--- config.mk ---
export PLATFORM = sky130hd
export DESIGN_NAME = bin2bcd_seq_flat
export DESIGN_NICKNAME = d
export VERILOG_FILES = /design/src/rtl/bin2bcd_seq_if.sv /design/src/rtl/bin2bcd_seq.sv /design/src/flat_wrapper.sv
export SDC_FILE = /design/constraint.sdc
export NUM_CORES = 1
export LEC_CHECK = 0
export CAP_MARGIN = 20
export CORE_AREA = 2 2 145 105
export DETAILED_ROUTE_END_ITERATION = 8
export DIE_AREA = 0 0 147 107
export DONT_BUFFER_PORTS = 1
export HOLD_SLACK_MARGIN = 0.06
export PLACE_DENSITY_LB_ADDON = 0.12
export SYNTH_ARGS = -nofsm -noshare
export SYNTH_HDL_FRONTEND = slang
export SYNTH_SLANG_ARGS = --single-unit
--- constraint.sdc ---
create_clock -name clock_i -period 1.56 [get_ports clock_i]
set_input_delay 0.234 -clock clock_i [delete_from_list [all_inputs] [get_ports clock_i]]
set_output_delay 0.234 -clock clock_i [all_outputs]
set_load 0.1 [all_outputs]
--- src/rtl/bin2bcd_seq_if.sv ---
// Start/busy/done handshake bundle between the calculator control FSM
// (master) and the binary-to-BCD converter (slave).
interface bin2bcd_seq_if #(
    parameter int BIN_W  = 27,
    parameter int DIGITS = 8
);
    logic                  start;
    logic [BIN_W-1:0]      bin;
    logic                  busy;
    logic                  done;
    logic [4*DIGITS-1:0]   bcd;
    logic                  ovf;

    // Requester side: launches conversions and consumes results.
    modport master (
        output start,
        output bin,
        input  busy,
        input  done,
        input  bcd,
        input  ovf
    );

    // Converter side.
    modport slave (
        input  start,
        input  bin,
        output busy,
        output done,
        output bcd,
        output ovf
    );
endinterface

--- src/rtl/bin2bcd_seq.sv ---
// Sequential binary-to-BCD converter (double dabble, one bit per clock).
// An accepted start captures the operand; BIN_W shift cycles later the
// packed BCD digits and the overflow flag are published with a one-cycle
// done pulse. Operands >= 10^DIGITS yield the operand mod 10^DIGITS with
// ovf set, because bits carried out of the top digit are simply dropped.
module bin2bcd_seq #(
    parameter int BIN_W  = 27,
    parameter int DIGITS = 8
) (
    input  logic         clock_i,
    input  logic         reset_i,   // asynchronous, active-low
    bin2bcd_seq_if.slave bus
);

    localparam int BCD_W = 4 * DIGITS;
    localparam int CNT_W = $clog2(BIN_W + 1);

    typedef enum logic {
        IDLE  = 1'b0,
        SHIFT = 1'b1
    } state_e;

    state_e             state_q, state_d;
    logic [BIN_W-1:0]   bin_q, bin_d;         // operand shift register
    logic [BCD_W-1:0]   scratch_q, scratch_d; // digits under construction
    logic               sticky_q, sticky_d;   // any bit lost off the top digit
    logic [CNT_W-1:0]   cnt_q, cnt_d;         // shifts remaining
    logic [BCD_W-1:0]   bcd_q, bcd_d;
    logic               ovf_q, ovf_d;
    logic               done_q, done_d;
    logic [BCD_W-1:0]   adj;                  // scratch after the add-3 step

    // Add-3 correction: each digit >= 5 gets +3, digits are independent.
    always_comb begin
        for (int i = 0; i < DIGITS; i++) begin
            adj[4*i +: 4] = scratch_q[4*i +: 4]
                          + ((scratch_q[4*i +: 4] >= 4'd5) ? 4'd3 : 4'd0);
        end
    end

    // Next-state and datapath control.
    always_comb begin
        // NOTE: every signal gets a default before the case so no path leaves it unassigned (which would infer a latch).
        state_d   = state_q;
        bin_d     = bin_q;
        scratch_d = scratch_q;
        sticky_d  = sticky_q;
        cnt_d     = cnt_q;
        bcd_d     = bcd_q;
        ovf_d     = ovf_q;
        done_d    = 1'b0;

        case (state_q)
            IDLE: begin
                if (bus.start) begin
                    state_d   = SHIFT;
                    bin_d     = bus.bin;
                    scratch_d = '0;
                    sticky_d  = 1'b0;
                    cnt_d     = CNT_W'(BIN_W);
                end
            end
            SHIFT: begin
                // {adj, bin_q} shifted left by one; the MSB of adj falls out.
                scratch_d = {adj[BCD_W-2:0], bin_q[BIN_W-1]};
                bin_d     = {bin_q[BIN_W-2:0], 1'b0};
                sticky_d  = sticky_q | adj[BCD_W-1];
                cnt_d     = cnt_q - 1'b1;
                if (cnt_q == CNT_W'(1)) begin
                    bcd_d   = scratch_d;
                    ovf_d   = sticky_d;
                    done_d  = 1'b1;
                    state_d = IDLE;
                end
            end
            default: state_d = IDLE;
        endcase
    end

    // State and datapath registers.
    always_ff @(posedge clock_i or negedge reset_i) begin
        // NOTE: the result registers are reset too, so a reset mid-conversion also clears the previously shown bcd.
        if (!reset_i) begin
            state_q   <= IDLE;
            bin_q     <= '0;
            scratch_q <= '0;
            sticky_q  <= 1'b0;
            cnt_q     <= '0;
            bcd_q     <= '0;
            ovf_q     <= 1'b0;
            done_q    <= 1'b0;
        end else begin
            // NOTE: non-blocking assignments so every register samples pre-edge values.
            state_q   <= state_d;
            bin_q     <= bin_d;
            scratch_q <= scratch_d;
            sticky_q  <= sticky_d;
            cnt_q     <= cnt_d;
            bcd_q     <= bcd_d;
            ovf_q     <= ovf_d;
            done_q    <= done_d;
        end
    end

    assign bus.busy = (state_q == SHIFT);
    assign bus.done = done_q;
    assign bus.bcd  = bcd_q;
    assign bus.ovf  = ovf_q;

endmodule

--- src/flat_wrapper.sv ---
// flat-port wrapper written by rule: the top's interface ports become plain ports
module bin2bcd_seq_flat 
#(
    parameter int BIN_W  = 27,
    parameter int DIGITS = 8
)
  (clock_i, reset_i, bus_start, bus_bin, bus_busy, bus_done, bus_bcd, bus_ovf);
  bin2bcd_seq_if #(.BIN_W(BIN_W), .DIGITS(DIGITS)) bus_i ();
  input  logic clock_i;
  input  logic reset_i;
  input wire logic [$bits(bus_i.start)-1:0] bus_start;
  input wire logic [$bits(bus_i.bin)-1:0] bus_bin;
  output wire logic [$bits(bus_i.busy)-1:0] bus_busy;
  output wire logic [$bits(bus_i.done)-1:0] bus_done;
  output wire logic [$bits(bus_i.bcd)-1:0] bus_bcd;
  output wire logic [$bits(bus_i.ovf)-1:0] bus_ovf;
  assign bus_i.start = bus_start;
  assign bus_i.bin = bus_bin;
  assign bus_busy = bus_i.busy;
  assign bus_done = bus_i.done;
  assign bus_bcd = bus_i.bcd;
  assign bus_ovf = bus_i.ovf;
  bin2bcd_seq #(.BIN_W(BIN_W), .DIGITS(DIGITS)) u_core (.clock_i(clock_i), .reset_i(reset_i), .bus(bus_i));
endmodule
# After elaboration in Yosys (flattened, before gate mapping)
# Cells that the tools add are included.
totals:
  reg_bits: 100
  latch_bits: 0
  mem_bits_rw: 0
  rom_bits: 0
  input_bits: 30
  wordCells: 51
  n_memories: 0
op_classes:
  addsub: 9
  multipliers: 0
  n_div: 0
  n_lt_le_gt_ge: 8
  eq_ne: 2
  n_shift: 0
  mux: 21
  n_bitwise: 2
  reduce_logical: 1
ops:
  columns: ["op", "n"]
  rows:
  - ["32-bit one-hot mux with 2 select lines", 1]
  - ["27-bit one-hot mux with 2 select lines", 1]
  - ["4-bit adder", 8]
  - ["4-bit by 3-bit >= comparator with 1-bit output (second input constant)", 8]
  - ["32-bit 2-to-1 mux", 1]
  - ["27-bit 2-to-1 mux", 1]
  - ["2-bit 2-to-1 mux", 8]
  - ["5-bit one-hot mux with 2 select lines", 1]
  - ["5-bit by 1-bit == test with 1-bit output (second input constant)", 1]
  - ["1-bit 2-to-1 mux", 5]
  - ["5-bit 2-to-1 mux", 1]
  - ["5-bit by 1-bit subtractor with 5-bit output (second input constant)", 1]
  - ["1-bit one-hot mux with 2 select lines", 2]
  - ["2-bit != test (second input constant)", 1]
  - ["2-bit AND reduction", 1]
  - ["1-bit inverter", 1]
  - ["1-bit OR", 1]

# Longest topological paths before layout
depth:
  word_depth: 5
  depth_mapped: 8
  mapped_depth_nobuf: 8

# Worst setup path after synthesis
# Ideal clock, no wire load.
synth_timing:
  kind: "reg2reg"
  start: "register u_core.state_q, in the netlist u_core.bus.busy"
  end: "register u_core.bcd_q[11], in the netlist u_core.bus.bcd[11]"
  t_arrival_ns: 2.216
  path_slack_ns: -0.782
  path_stages_with_launch: 7
  period_less_slack_ns: 2.342
  cell_sequence: "dfrtp_1 > buf_4 > nand2_1 > or4_1 > buf_6 > clkinv_2 > mux2_2"
synth_between:
  elab_chain_cells: 1
synth_lines:
  columns: ["element", "line_no", "text"]
  rows:
  - ["start, declared", "bin2bcd_seq.sv:23", "state_e state_q, state_d;"]
  - ["start signal, assigned", "bin2bcd_seq.sv:94", "state_q <= state_d;"]
  - ["2-bit AND reduction (no source line)", null, null]
  - ["end signal, assigned", "bin2bcd_seq.sv:89", "bcd_q <= '0;"]
  - ["end signal, assigned", "bin2bcd_seq.sv:99", "bcd_q <= bcd_d;"]
  - ["end, declared", "bin2bcd_seq.sv:28", "logic [BCD_W-1:0] bcd_q, bcd_d;"]
# No other way between the ends.
# A chain may end at the register's enable or synchronous reset.

# Worst setup path in the final report
layout_timing:
  start: "register u_core.cnt_q[1]"
  end: "register u_core.bcd_q[13], in the netlist u_core.bus.bcd[13]"
layout_between:
  elab_chain_cells: 2
layout_lines:
  columns: ["element", "line_no", "text"]
  rows:
  - ["start, declared", "bin2bcd_seq.sv:27", "logic [CNT_W-1:0] cnt_q, cnt_d;"]
  - ["start signal, assigned", "bin2bcd_seq.sv:98", "cnt_q <= cnt_d;"]
  - ["5-bit by 1-bit == test with 1-bit output", "bin2bcd_seq.sv:69", "if (cnt_q == CNT_W'(1)) begin"]
  - ["2-bit AND reduction (no source line)", null, null]
# No other way between the ends.

==> flow_metrics.tcl <==
set metrics [dict create \
    outcome "finished, violations left" \
    violations "hold timing, setup timing" \
    worstPathCellList "inv_2, ha_4, nand2_2, or4_4, buf_12, mux2_4" \
    drc 0 \
    start_util 0.343 \
    overflow 0 \
    max_stage_delay_ns 0.52 \
    tns_ns -4.91 \
    grt_start_max_net_pins 101 \
    grt_antenna_before_repair 0 \
    yosys_warnings 0 \
    grt_usage 0.153 \
    core.rowCount 37 \
    num_vias 3524 \
    area_growth_pct 34.2 \
    synth_top_cell_by_area "dfrtp_1" \
    drt_iter0_markers 148 \
    arrival_ns 2.00 \
    dp_hpwl_mm 7.35 \
    grt_pass1_wl_mm 18.9 \
    routed_via_density 4.64 \
    wl_mm 11.6 \
    drive_above_1_share 0.356 \
    ios 65 \
    finalCriticalPeriod_ns 1.77 \
    antenna_left 0 \
    cts_buffers 9 \
    ctsLongestPathBuffers 2 \
    holdCritPathClass "primary input to asynchronous set/reset pin" \
    synth_area_mm2 0.00492 \
    cts_tree "built" \
    ys_types 32 \
    netlist_instances 465 \
    layout.nets 616 \
    htree_num_levels 3 \
    yosysMostFrequentCell "dfrtp_1" \
    final-seq-area_mm2 0.00251 \
    worst_slew_pin_slew_ns 0.911 \
    setup_viol 45 \
    finClkSkew_ns 0.00987 \
    synth_nets 521 \
    slew_headroom 0.392 \
    fin_hold_ws_ns -0.426 \
    multi_input_area_mm2 0.00241 \
    die_h_um 107 \
    clk_pin_slew_ns 0.08 \
    antenna_cells 0 \
    gp_congestion 0.737 \
    dr.pass1.iters 4 \
    report.final.slew_viol_count 0 \
    seq_area_frac_synth 0.509 \
    setup_slack_ns -0.210 \
    avgRoutedWirePerCell_um 15.3 \
    fmax_mhz 565 \
    clock_latency_ns 0.35 \
    setup.worst_path.class "register to register" \
    synth_flop_cell "dfrtp_1" \
    die_x_um 147 \
    grt_pass1_vias 3626 \
    synth_common_cells "dfrtp_1, nand2_1, o21ai_0" \
    io_buffer_count 0 \
    clock_sinks 100 \
    finalCritPeriodShare 1.13 \
    rsz0062_at_grt "yes" \
    endpoint_kind "register" \
    startpoint_type "register" \
    core_area_mm2 0.0144 \
    hold_violations 100 \
    syn_area_per_cell_um2 10.6 \
    synth_edf_count 0 \
    maxCapViolations 0 \
    ys_ff_latch 100 \
    cp.required_ns 1.79 \
    cts-hold-fix-buffers 2 \
    die-area_mm2 0.0157 \
    n_fill_cell 1365 \
    synth.area.top_cells "dfrtp_1, mux2i_1, nand2_1" \
    ctsRootBufferMaster "clkbuf_16" \
    synth-async-reset-ratio 1.00 \
    crit_fanout 11 \
    cpMaxStageDelayCell "or4_4" \
    synth_top_area_frac 0.509 \
]
-- final cells by class --
class,count,area share
clock buffers,10,0.0362
repair buffers,107,0.139
well taps,195,0.0370
repair inverters,1,0.00133
clock inverters,6,0.0142
inverters,44,0.0269
flip-flops and latches,100,0.380
multi-input cells,297,0.366
-- cells by family after synthesis --
kind of cell / synth area share
flip-flops: 0.509
AO/OA/AOI/OAI: 0.111
buffers and inverters: 0.0582
XOR/XNOR: 0.0178
multiplexers: 0.128
adder cells (fa/ha/maj): 0.0783
AND/OR/NAND/NOR: 0.0982
-- registers in the layout (all words and copies together), names as in the netlist --
| register | flops |
|---|---|
| u_core.bin_q | 27 |
| u_core.bus.bcd | 32 |
| u_core.bus.busy | 1 |
| u_core.bus.done | 1 |
| u_core.bus.ovf | 1 |
| u_core.cnt_q | 5 |
| u_core.scratch_q | 32 |
| u_core.sticky_q | 1 |
-- placed cells by master, fill, tap and decap left out, types with 2 or more instances in the layout --
master,Yosys,layout
mux2_4,2,6
o21ai_1,0,16
nand3_1,8,5
o22ai_2,0,5
nand3_2,0,3
a21oi_1,5,4
ha_2,0,8
inv_6,0,3
fa_2,0,8
nand2_1,77,76
mux2i_1,43,43
bufinv_16,0,2
mux2_2,15,11
inv_2,0,10
buf_6,3,10
dfrtp_1,100,99
ha_1,18,6
xnor2_1,10,2
ha_4,0,4
nor2b_1,8,8
o21ai_0,44,27
a32oi_2,0,6
nand2b_1,9,9
nor3_1,3,3
o22ai_1,15,10
inv_1,43,33
xnor2_2,0,8
clkbuf_16,0,10
a21o_1,8,8
o31ai_1,8,8
buf_4,1,90
nor2_1,3,2
buf_12,0,4
-- critical path: cells and delay by family (launching register included) --
kind | cells | cell delay [ns]
fa+ha+maj | 1 | 0.12
buf+inv | 2 | 0.28
simple gates | 2 | 0.56
flops | 1 | 0.39
mux | 1 | 0.29
-- stage by stage --
stage / util / cells / hold slack (ns) / worst slack, ns / area, um2
finish: 0.460 / 760 / -0.426 / -0.210 / 6600
global placement: 0.402 / 723 / -0.0581 / -0.226 / 5770
floorplan: - / 465 / -0.0616 / -0.360 / 4980
detailed placement: 0.402 / 723 / -0.0581 / -0.278 / 5770
global route: 0.460 / 760 / -0.453 / -0.263 / 6600
CTS: 0.448 / 754 / -0.442 / -0.172 / 6430
-- path summary, 6_finish.rpt --
path | start | to | slack (ns) | cells after the start
worst min register to register | u_core.bin_q[16] | u_core.bin_q[17] | 0.48 | 2
worst min-delay path | reset_i | u_core.bus.bcd[22] | -0.43 | 0
worst max register to register | u_core.cnt_q[1] | u_core.bus.bcd[13] | -0.21 | 6
max in group asynchronous | reset_i | u_core.bus.bcd[16] | 1.80 | 0
min in group clock_i | bus_start | u_core.bus.busy | 0.07 | 2
worst max-delay path | u_core.cnt_q[1] | u_core.bus.bcd[13] | -0.21 | 6
-- routing by layer --
| layer | GRT usage | share of wire | wire length, um |
|---|---|---|---|
| met1 | 0.215 | 0.50 | 5790 |
| met2 | 0.240 | 0.47 | 5410 |
| met3 | 0.0319 | 0.025 | 290 |
| met4 | 0.0426 | 0.0090 | 104 |
| met5 | 0 | 0 | 0 |
-- what timing repair did --
item / in CTS / in global routing
setup buffers: 13 / 4
endpoints found under the hold margin: 134 / 100
pin swaps: 25 / 19
setup endpoints to repair: 60 / 60
gates resized for setup: 43 / 31
cloned: 0 / 2
Power is not shown: default switching activity piles up to over one toggle a cycle in this logic, so the estimate is an artifact.
